`src/rtl/dcpu16_pkg.sv`:
```
// rtl/dcpu16_pkg.sv - shared types and constants for the DCPU16 instruction fetch buffer
package dcpu16_pkg;

    localparam int WORD_W    = 16;
    localparam int IFB_DEPTH = 2;

    typedef enum logic [1:0] {
        IDLE  = 2'd0,
        REQ   = 2'd1,
        FLUSH = 2'd2
    } fetch_state_t;

endpackage

```
`src/rtl/dcpu16_ifq.sv`:
```
// rtl/dcpu16_ifq.sv - circular prefetch queue with synchronous write and combinational head
module dcpu16_ifq
    import dcpu16_pkg::*;
#(
    parameter  int DEPTH = IFB_DEPTH,
    localparam int AW    = $clog2(DEPTH),
    localparam int CW    = $clog2(DEPTH + 1)
) (
    input  logic              clk,
    input  logic              rst,
    input  logic              clr,
    input  logic              push,
    input  logic              pop,
    input  logic [WORD_W-1:0] din,
    output logic [WORD_W-1:0] head,
    output logic [CW-1:0]     count
);

    logic [WORD_W-1:0] mem [DEPTH];
    logic [AW-1:0]     rd_ptr;
    logic [AW-1:0]     wr_ptr;

    // DEPTH is a power of two, so the pointers wrap by natural overflow.
    always_ff @(posedge clk) begin
        if (rst || clr) begin
            rd_ptr <= '0;
            wr_ptr <= '0;
            count  <= '0;
        end else begin
            if (push)
                wr_ptr <= wr_ptr + 1'b1;
            if (pop)
                rd_ptr <= rd_ptr + 1'b1;
            count <= count + CW'(push) - CW'(pop);
        end
    end

    always_ff @(posedge clk) begin
        if (push && !clr)
            mem[wr_ptr] <= din;
    end

    assign head = mem[rd_ptr];

endmodule

```
`src/rtl/dcpu16_ifb.sv`:
```
// rtl/dcpu16_ifb.sv - instruction fetch buffer: prefetches words from memory into a small queue
module dcpu16_ifb
    import dcpu16_pkg::*;
#(
    parameter int DEPTH = IFB_DEPTH
) (
    input  logic              clk,
    input  logic              rst,
    input  logic              ena,
    output logic [WORD_W-1:0] fs_dti,
    output logic              fs_ack,
    output logic              fs_ena,
    output logic [WORD_W-1:0] pc,
    input  logic              pc_ld,
    input  logic [WORD_W-1:0] pc_dti,
    output logic [WORD_W-1:0] ib_adr,
    output logic              ib_stb,
    input  logic              ib_ack,
    input  logic [WORD_W-1:0] ib_dti
);

    localparam int CW = $clog2(DEPTH + 1);

    fetch_state_t      state;
    fetch_state_t      state_nxt;
    logic [WORD_W-1:0] fadr;
    logic [WORD_W-1:0] flush_adr;
    logic [WORD_W-1:0] head;
    logic [CW-1:0]     count;
    logic [CW-1:0]     cnt_after;
    logic              push;
    logic              pop;

    assign push      = (state == REQ) && ib_ack && !pc_ld;
    assign pop       = ena && fs_ack && !pc_ld;
    assign cnt_after = count + CW'(push) - CW'(pop);

    dcpu16_ifq #(
        .DEPTH(DEPTH)
    ) u_ifq (
        .clk   (clk),
        .rst   (rst),
        .clr   (pc_ld),
        .push  (push),
        .pop   (pop),
        .din   (ib_dti),
        .head  (head),
        .count (count)
    );

    always_ff @(posedge clk) begin
        if (rst)
            state <= IDLE;
        else
            state <= state_nxt;
    end

    always_comb begin
        state_nxt = state;
        case (state)
            IDLE:  if (!pc_ld && count < CW'(DEPTH)) state_nxt = REQ;
            // A redirect that lands with the ack restarts immediately at the new target.
            REQ: begin
                if (ib_ack)
                    state_nxt = (pc_ld || cnt_after < CW'(DEPTH)) ? REQ : IDLE;
                else if (pc_ld)
                    state_nxt = FLUSH;
            end
            FLUSH: if (ib_ack) state_nxt = REQ;
            default: state_nxt = IDLE;
        endcase
    end

    // flush_adr keeps the abandoned read's address on the bus until memory answers it.
    always_ff @(posedge clk) begin
        if (rst) begin
            fadr      <= '0;
            flush_adr <= '0;
            pc        <= '0;
        end else if (pc_ld) begin
            fadr <= pc_dti;
            pc   <= pc_dti;
            if (state == REQ && !ib_ack)
                flush_adr <= fadr;
        end else begin
            if (push)
                fadr <= fadr + 1'b1;
            if (pop)
                pc <= pc + 1'b1;
        end
    end

    always_comb begin
        fs_ena = !rst;
        fs_ack = !rst && (count != '0);
        fs_dti = fs_ack ? head : '0;
        ib_stb = !rst && (state == REQ || state == FLUSH);
        ib_adr = '0;
        if (!rst)
            ib_adr = (state == FLUSH) ? flush_adr : fadr;
    end

endmodule

```
`config.mk`:
```
export PLATFORM = sky130hd
export DESIGN_NAME = dcpu16_ifb
export DESIGN_NICKNAME = d
export VERILOG_FILES = /design/src/rtl/dcpu16_pkg.sv /design/src/rtl/dcpu16_ifq.sv /design/src/rtl/dcpu16_ifb.sv
export SDC_FILE = /design/constraint.sdc
export NUM_CORES = 1
export LEC_CHECK = 0
export CAP_MARGIN = 10
export CORE_ASPECT_RATIO = 0.9
export CORE_MARGIN = 1.5
export CORE_UTILIZATION = 53
export CTS_BUF_LIST = sky130_fd_sc_hd__clkbuf_8 sky130_fd_sc_hd__clkbuf_16
export DETAILED_ROUTE_END_ITERATION = 10
export PLACE_DENSITY = 0.9
export SLEW_MARGIN = 25
export SYNTH_ARGS = -nofsm -noshare
export SYNTH_HDL_FRONTEND = slang
export SYNTH_SLANG_ARGS = --single-unit
```
`constraint.sdc`:
```
create_clock -name clk -period 6.6 [get_ports clk]
set_input_delay 0.99 -clock clk [delete_from_list [all_inputs] [get_ports clk]]
set_output_delay 0.99 -clock clk [all_outputs]
set_load 0.01 [all_outputs]
```
==> results of run 1 <==
## final cells by class
class / count / area share
Multi-Input combinational cell: 287 / 0.364
Clock inverter: 7 / 0.0151
Inverter: 12 / 0.00862
Sequential cell: 87 / 0.395
Timing Repair Buffer: 90 / 0.171
Clock buffer: 9 / 0.0237
Tap cell: 96 / 0.0230
## where the power goes
part	total [mW]	switching (mW)	internal, mW
combinational	0.158	0.0753	0.0825
clock	0.385	0.206	0.179
sequential	0.604	0.0248	0.579
## critical path, stage by stage
cell and delay [ps]:
clkdlybuf4s50_1 460, buf_4 410, inv_1 150, o21ai_2 280, nor2_1 140, clkdlybuf4s50_1 540
## logic make-up after synthesis
group                      count (synthesis)  synth area share
adders and majority gates                  8            0.0244
and+or+nand+nor                          139             0.158
buffers and inverters                     38            0.0369
xor gates and xnor gates                  23            0.0527
muxes                                     34            0.0829
DFF                                       87             0.502
AOI/OAI and AO/OA                         83             0.142
## worst paths after layout
path / startpoint / to / slack, ps
worst min-delay path: flush_adr[8] / flush_adr[8] / 470
worst max-delay path: rst / fs_dti[3] / 2640
worst min register to register: flush_adr[8] / flush_adr[8] / 470
worst max register to register: u_ifq.count[1] / state[0] / 4430
## cell usage in the layout (no fill, tap or decap), types with 4 or more instances in the layout
master and count:
clkdlybuf4s50_1 87, dfxtp_1 55, nor2_1 42, nand2_1 42, mux2i_1 34, edfxtp_1 32, a21oi_1 20, o21a_1 18
xnor2_1 18, o31a_1 15, a21boi_0 15, nor3_1 11, inv_1 11, nor4_1 11, nand3_1 9, clkbuf_8 9
nand4_1 7, ha_1 7, xor2_1 4, a21boi_1 4
## registers in the layout, indices dropped and copies added (netlist names), named ones only
register	flops
fadr	16
state	2
u_ifq.wr_ptr	1
u_ifq.mem	32
u_ifq.count	2
pc	16
u_ifq.rd_ptr	1
flush_adr	16
## routing by layer
layer	share of wire	wire [um]	vias up
li1	-	-	1620
met2	0.53	5200	121
met5	0	0	-
met3	0.056	556	11
met4	0.011	110	0
met1	0.41	4020	1613
==> out/metrics.cfg, run 1 <==
[status]
status=complete, no violations

[sta]
skew_ps=18.0
hold_ws_ps=465
relSlewSlack=0.385
finalSetupViolCount=0
clock.fmax_mhz=252
rsz0062_at_grt=false
final_hold_viol_count=0
setup_ws_ps=2640
maxSlewViolCount=0
finalCritPeriodShare=0.600
period_needed_ps=3960
setup-tns-final_ps=0
tightestPinTransition_ps=919

[global_route]
grt.met3_usage=0.0684
busiest_layer=met2
grt_pass1_vias=3219
grt_max_degree=47
antenna_found_initial=0
gr-usage-met1=0.283
grtUsageMet2=0.438
grt_usage=0.246
gr-total-overflow=0
grt_pass1_wl_mm=15.4

[final_layout]
final_util=0.696
antenna_cells=0
nNetsFinal=532
final_cells=588
seq_area_um2=2060
syn_to_final_growth_pct=27.3
final_cell_area_um2=5230
fillers=549
final_layout_size_suffix_gt1_frac=0.0508
multi_input_area_um2=1900

[synthesis]
synthFlopType=dfxtp_1
ys_async_sr_fraction=0
synth.most_common_cell=dfxtp_1
yosysWarnings=0
syn_area_per_cell_um2=9.96
synth_top_cells_by_area=dfxtp_1, edfxtp_1, mux2i_1, nand2_1, nor2_1
syn_nets=457
ys_seq_area_frac=0.502
synthCells=412
synth_seq_cells=87
ys_types=38
synth.top_cell.area_share=0.268
synth-edff-count=32
synthesis.area_um2=4100
synth.cells.most_frequent=dfxtp_1, nand2_1, nor2_1
synth_top_area_cell=dfxtp_1

[power_and_ir_drop]
p_leak_nw=1.68
peakVddDrop_v=0.000131
pwr_density_cell_nw_per_um2=219
finalPower_mw=1.15

[routing]
vias=3365
drc_errors=0
wl_per_cell_um=16.8
vias_per_cell=5.72
ant_nets=0
wl_mm=9.89
first_iter_violations=235
first_pass_iters=4

[clock_tree]
cts_tree=done
root_buffer=clkbuf_8
post_cts_resized=0
cts_buffers=9
clk_path_buf_depth=2
postCtsSetupBuffers=0
clk_latency_ps=370
cts_hold_buf=0
cts_htree_levels=3
cts_sinks=87
clkTransAtPathRegs_ps=90

[floorplan]
core_um2=7510
dieArea_um2=8280
die_x_um=95.8
rows=30
die_h_um=86.5
start_util=0.547
ios=88

[placement]
placedCellCount=572
hpwl_mm=6.81
postPlaceCellArea_um2=5020
port_buffers=87
place_ws_ps=2340
gp_congestion=0.820

[critical_path]
crit_type=primary input to output pin
arrival_ps=2970
cp.required_ps=5610
worst-path-max-fanout=46
cp-end-kind=output pin
start_kind=primary input
ff2ff_path_depth=9

[run]
maxCapViolCount=0

[min_path]
hp-class=register to register
worstHoldPathCells=2

No activity file was read; power rests on OpenSTA's default activity.
==> run 2: changes to the inputs <==
--- a/config.mk
+++ b/config.mk
@@ -8,10 +8,10 @@
 export CAP_MARGIN = 10
 export CORE_ASPECT_RATIO = 0.9
 export CORE_MARGIN = 1.5
-export CORE_UTILIZATION = 53
+export CORE_UTILIZATION = 46
 export CTS_BUF_LIST = sky130_fd_sc_hd__clkbuf_8 sky130_fd_sc_hd__clkbuf_16
 export DETAILED_ROUTE_END_ITERATION = 10
-export PLACE_DENSITY = 0.9
+export PLACE_DENSITY = 0.83
 export SLEW_MARGIN = 25
 export SYNTH_ARGS = -nofsm -noshare
 export SYNTH_HDL_FRONTEND = slang
==> constraint.sdc (replaced) <==
create_clock -name clk -period 3.6 [get_ports clk]
set_input_delay 0.54 -clock clk [delete_from_list [all_inputs] [get_ports clk]]
set_output_delay 0.54 -clock clk [all_outputs]
set_load 0.01 [all_outputs]
==> run 2 against run 1 <==
  * First-iteration DRC count is 37% lower
  * Critical path depth decreased by 3
  * Clock-buffer cell count stayed put
  * Die area increased by 15%
  * Final cell count up 4.4%
  * Wire length decreased by 3.9%
  * Sequential share of layout area decreased by 0.32 points
  * Core utilization is 8.4 points lower
  * Non-clock buffer count up 3
  * Flip-flop and latch count stayed put
  * Total power is 79% higher
  * Clock skew decreased by 5.6 ps
==> out/metrics.cfg, run 2 (synthesized netlist as in run 1, its figures left out) <==
[global_route]
grtUsageMet2=0.352  ; -0.0858
grt.met3_usage=0.0642  ; -0.00427
grt_max_degree=46  ; -2.1%
grt_usage=0.205  ; -0.0410
grt_pass1_wl_mm=15.0  ; -2.8%
busiest_layer=met2
grt_pass1_vias=3191  ; -0.87%
gr-total-overflow=0  ; unchanged
gr-usage-met1=0.239  ; -0.0438
antenna_found_initial=0  ; unchanged

[sta]
finalCritPeriodShare=0.747
maxSlewViolCount=0  ; unchanged
setup-tns-final_ps=0  ; unchanged
period_needed_ps=2690
hold_ws_ps=459  ; -5.93 ps
setup_ws_ps=910  ; -1730 ps
skew_ps=12.4  ; -5.56 ps
rsz0062_at_grt=false
finalSetupViolCount=0  ; unchanged
final_hold_viol_count=0  ; unchanged
tightestPinTransition_ps=888  ; -31.3 ps
clock.fmax_mhz=372
relSlewSlack=0.407  ; +0.0220

[power_and_ir_drop]
finalPower_mw=2.05  ; +79%
p_leak_nw=1.70  ; +1.3%
peakVddDrop_v=0.000284  ; +120%
pwr_density_cell_nw_per_um2=390  ; +78%

[floorplan]
ios=88  ; unchanged
die_x_um=103  ; +7.1%
core_um2=8610  ; +15%
dieArea_um2=9500  ; +15%
start_util=0.477  ; -0.0699
rows=32  ; +6.7%
die_h_um=92.6  ; +7.1%

[placement]
hpwl_mm=6.77  ; -0.58%
place_ws_ps=619  ; -1720 ps
port_buffers=87  ; unchanged
postPlaceCellArea_um2=5070  ; +1.0%
placedCellCount=598  ; +4.5%
gp_congestion=0.835  ; +1.8%

[critical_path]
crit_buf_inv=1  ; -3
worst-path-max-fanout=16  ; -65%
cp-end-kind=output pin
path_cells=mux2i_1 -> nor2_1 -> clkdlybuf4s50_1
start_kind=register
critPathTopFamily=flip-flops
cp_slowest_cell=dfxtp_1
cpPeakStageDelay_ps=910  ; +370 ps
rrSetupSlack_ps=1490  ; -2940 ps
arrival_ps=2150  ; -820 ps
crit_type=register to output pin
cp.required_ps=3060  ; -2550 ps

[clock_tree]
clk_latency_ps=350  ; -20 ps
cts_tree=done
postCtsSetupBuffers=0  ; unchanged
cts_hold_buf=0  ; unchanged
cts_sinks=87  ; unchanged
cts_htree_levels=3  ; unchanged
post_cts_resized=0  ; unchanged
clk_path_buf_depth=2  ; unchanged
cts_buffers=9  ; unchanged
root_buffer=clkbuf_8
clkTransAtPathRegs_ps=100  ; about the same

[status]
status=complete, no violations

[routing]
drc_errors=0  ; unchanged
wl_mm=9.51  ; -3.9%
vias=3336  ; -0.86%
wl_per_cell_um=15.5  ; -7.9%
first_iter_violations=147  ; -37%
first_pass_iters=4  ; unchanged
ant_nets=0  ; unchanged
vias_per_cell=5.43  ; -5.1%

[final_layout]
nNetsFinal=535  ; +0.56%
regMostFlops=u_ifq.mem
multi_input_area_um2=1900  ; -0.13%
final_util=0.612  ; -0.0841
final_cell_area_um2=5270  ; +0.81%
largest_reg_flops=32  ; unchanged
fillers=705  ; +28%
syn_to_final_growth_pct=28.4
final_cells=614  ; +4.4%
final_layout_size_suffix_gt1_frac=0.0525  ; +0.00171
final_cell_mix=clkdlybuf4s50_1, dfxtp_1, nor2_1, nand2_1, mux2i_1
seq_area_um2=2060  ; unchanged
antenna_cells=0  ; unchanged
mostFrequentLayoutCell=clkdlybuf4s50_1

[min_path]
hp-class=register to register

[run]
maxCapViolCount=0  ; unchanged

==> run 2: cell types whose count changed in the layout (fill, tap and decap cells not counted), sizes merged <==
cell,previous run,this run
clkinvlp,3,1
bufinv,1,0
buf,3,6
clkinv,0,3
==> run 2: cell type report <==
class | instances | share of cell area
Sequential cell | 87 | 0.391
Multi-Input combinational cell | 287 | 0.361
Timing Repair Buffer | 93 | 0.174
Tap cell | 119 | 0.0283
Clock buffer | 9 | 0.0235
Clock inverter | 7 | 0.0138
Inverter | 12 | 0.00855
==> run 2: where the power goes <==
part	leakage, nW	total [mW]	internal, mW	switching [mW]
Combinational	0.867	0.288	0.153	0.135
Sequential	0.741	1.11	1.06	0.0445
Clock	0.0966	0.661	0.271	0.390
==> run 2: final timing paths <==
path / start / to / cells after the start
max reg2reg: state[1] / u_ifq.mem[1][3] / 5
max: register / fs_dti[0] / 3
min: flush_adr[5] / flush_adr[5] / 2
min reg2reg: flush_adr[5] / flush_adr[5] / 2
==> run 2: worst reg2reg max path, cell delays in order (launching register included) <==
cell and delay, ps:
dfxtp_1 340, inv_1 100, ha_1 240, nand2_1 220, nor2_1 190, and2_1 640
==> run 2: routing by layer <==
metal | vias to the layer above | wire, um
li1 | 1623 | -
met1 | 1600 | 4120
met2 | 94 | 4660
met3 | 19 | 536
met4 | 0 | 190
met5 | - | 0
==> run 3: changes to the inputs <==
--- a/config.mk
+++ b/config.mk
@@ -8,10 +8,10 @@
 export CAP_MARGIN = 10
 export CORE_ASPECT_RATIO = 0.9
 export CORE_MARGIN = 1.5
-export CORE_UTILIZATION = 46
+export CORE_UTILIZATION = 51
 export CTS_BUF_LIST = sky130_fd_sc_hd__clkbuf_8 sky130_fd_sc_hd__clkbuf_16
 export DETAILED_ROUTE_END_ITERATION = 10
-export PLACE_DENSITY = 0.83
+export PLACE_DENSITY = 0.87
 export SLEW_MARGIN = 25
 export SYNTH_ARGS = -nofsm -noshare
 export SYNTH_HDL_FRONTEND = slang
==> constraint.sdc (replaced) <==
create_clock -name clk -period 2.72 [get_ports clk]
set_input_delay 0.408 -clock clk [delete_from_list [all_inputs] [get_ports clk]]
set_output_delay 0.408 -clock clk [all_outputs]
set_load 0.01 [all_outputs]
==> run 3 against run 2 <==
  * First-iteration DRC count down 1.4%
  * Critical path depth rose by 3
  * Total power increased by 40%
  * Via count rose by 1.9%
  * Clock skew down 4.2 ps
  * Register-to-register slack got worse by 970 ps
  * Highest routed layer unchanged
  * Non-clock buffer count rose by 5
  * Wire length is 3.9% higher
  * Largest power group unchanged
  * Largest cell class unchanged
  * Clock-buffer cell count is the same
==> out/metrics.cfg, run 3 (synthesized netlist as in run 1, its figures left out) <==
[status]
status=complete, no violations

[floorplan]
dieArea_um2=8590  ; -9.5%
die_x_um=97.6  ; -4.9%
die_h_um=88.1  ; -4.9%
rows=30  ; -6.3%
core_um2=7660  ; -11%
ios=88  ; unchanged
start_util=0.536  ; +0.0592

[clock_tree]
cts_tree=done
cts_sinks=87  ; unchanged
clk_path_buf_depth=2  ; unchanged
root_buffer=clkbuf_8
cts_buffers=9  ; unchanged
clkTransAtPathRegs_ps=90  ; about the same
cts_htree_levels=3  ; unchanged
clk_latency_ps=360  ; about the same

[final_layout]
syn_to_final_growth_pct=29.6
antenna_cells=0  ; unchanged
final_cell_mix=clkdlybuf4s50_1, dfxtp_1, nor2_1, nand2_1, mux2i_1
mostFrequentLayoutCell=clkdlybuf4s50_1
nNetsFinal=540  ; +0.93%
largest_reg_flops=32  ; unchanged
final_cells=596  ; -2.9%
fillers=568  ; -19%
final_layout_size_suffix_gt1_frac=0.0620  ; +0.00947
final_util=0.694  ; +0.0825
regMostFlops=u_ifq.mem

[global_route]
gr-usage-met1=0.276  ; +0.0369
grtUsageMet2=0.441  ; +0.0886
grt_pass1_wl_mm=16.0  ; +6.9%
grt.met3_usage=0.0495  ; -0.0147
grt_max_degree=29  ; -37%
grt_usage=0.238  ; +0.0333
grt_pass1_vias=3374  ; +5.7%
antenna_found_initial=0  ; unchanged
gr-total-overflow=0  ; unchanged
busiest_layer=met2

[sta]
relSlewSlack=0.620  ; +0.212
maxSlewViolCount=0  ; unchanged
clock.fmax_mhz=404
tightestPinTransition_ps=563  ; -325 ps
finalSetupViolCount=0  ; unchanged
period_needed_ps=2480
setup-tns-final_ps=0  ; unchanged
skew_ps=8.18  ; -4.24 ps
final_hold_viol_count=0  ; unchanged
finalCritPeriodShare=0.910
rsz0062_at_grt=false

[power_and_ir_drop]
peakVddDrop_v=0.000349  ; +23%
p_leak_nw=1.74  ; +2.3%
pwr_density_cell_nw_per_um2=540  ; +39%
finalPower_mw=2.87  ; +40%

[critical_path]
cp-end-kind=output pin
start_kind=primary input
worst-path-max-fanout=17  ; +1
cp.required_ps=2310  ; -750 ps
crit_type=primary input to output pin
arrival_ps=2070  ; -80 ps

[routing]
ant_nets=0  ; unchanged
vias_per_cell=5.70  ; +5.0%
first_iter_violations=145  ; -1.4%
first_pass_iters=4  ; unchanged
wl_per_cell_um=16.6  ; +7.0%
drc_errors=0  ; unchanged
wl_mm=9.88  ; +3.9%
vias=3399  ; +1.9%

[placement]
gp_congestion=0.809  ; -3.0%
port_buffers=87  ; unchanged
placedCellCount=580  ; -3.0%
hpwl_mm=7.03  ; +3.8%

[run]
maxCapViolCount=0  ; unchanged

[min_path]
hp-class=register to register

run 3: cell count changes in the layout (fill, tap and decap cells not counted), sizes merged:
cell    change
clkinv      -1
buf         +5
bufinv      +2
inv         -1
run 3: power by group:
group          leakage (nW)  internal (mW)  switching (mW)
clock                 0.112          0.530           0.488
combinational         0.890          0.207           0.183
sequential            0.741           1.40          0.0604
run 3: timing repair:
item,CTS,global route
endpoints found under the setup margin,16,9
gates resized for setup,1,1
hold buffers,0,0
setup buffers,0,0
hold endpoints to repair,0,0
run 3: worst max-delay path, stage by stage:
cell	delay (ps)
clkdlybuf4s50_1	540
inv_1	140
o21ai_1	80
buf_4	210
nor2_1	130
clkdlybuf4s50_1	560
run 3: cell type report:
class	instances	area, um^2	area share
sequential	87	2060	0.388
clock inverter	7	105	0.0198
clock buffer	9	124	0.0233
tap	96	120	0.0226
inverter	12	45.0	0.00847
timing repair buffer	98	953	0.179
multi-input combinational	287	1910	0.359
run 3: per-stage QoR:
step           hold WS [ps]  area, um^2  setup slack, ps
2_1_floorplan           436        4100              318
3_3_place_gp            444        5080              255
3_5_place_dp            448        5080              158
4_1_cts                 461        5310              113
5_1_grt                 491        5320              186
6_report                459        5320              244
run 3: worst paths after layout:
kind	start	endpoint	slack, ps	depth (start not counted)
max	rst	fs_dti[7]	240	6
min	flush_adr[8]	flush_adr[8]	460	2
max reg2reg	u_ifq.count[1]	state[0]	520	9
min reg2reg	flush_adr[8]	flush_adr[8]	460	2
run 3: per-layer routing:
metal	vias up	part of all wire
met5	-	0
li1	1633	-
met4	0	0.016
met3	14	0.051
met2	112	0.51
met1	1640	0.42
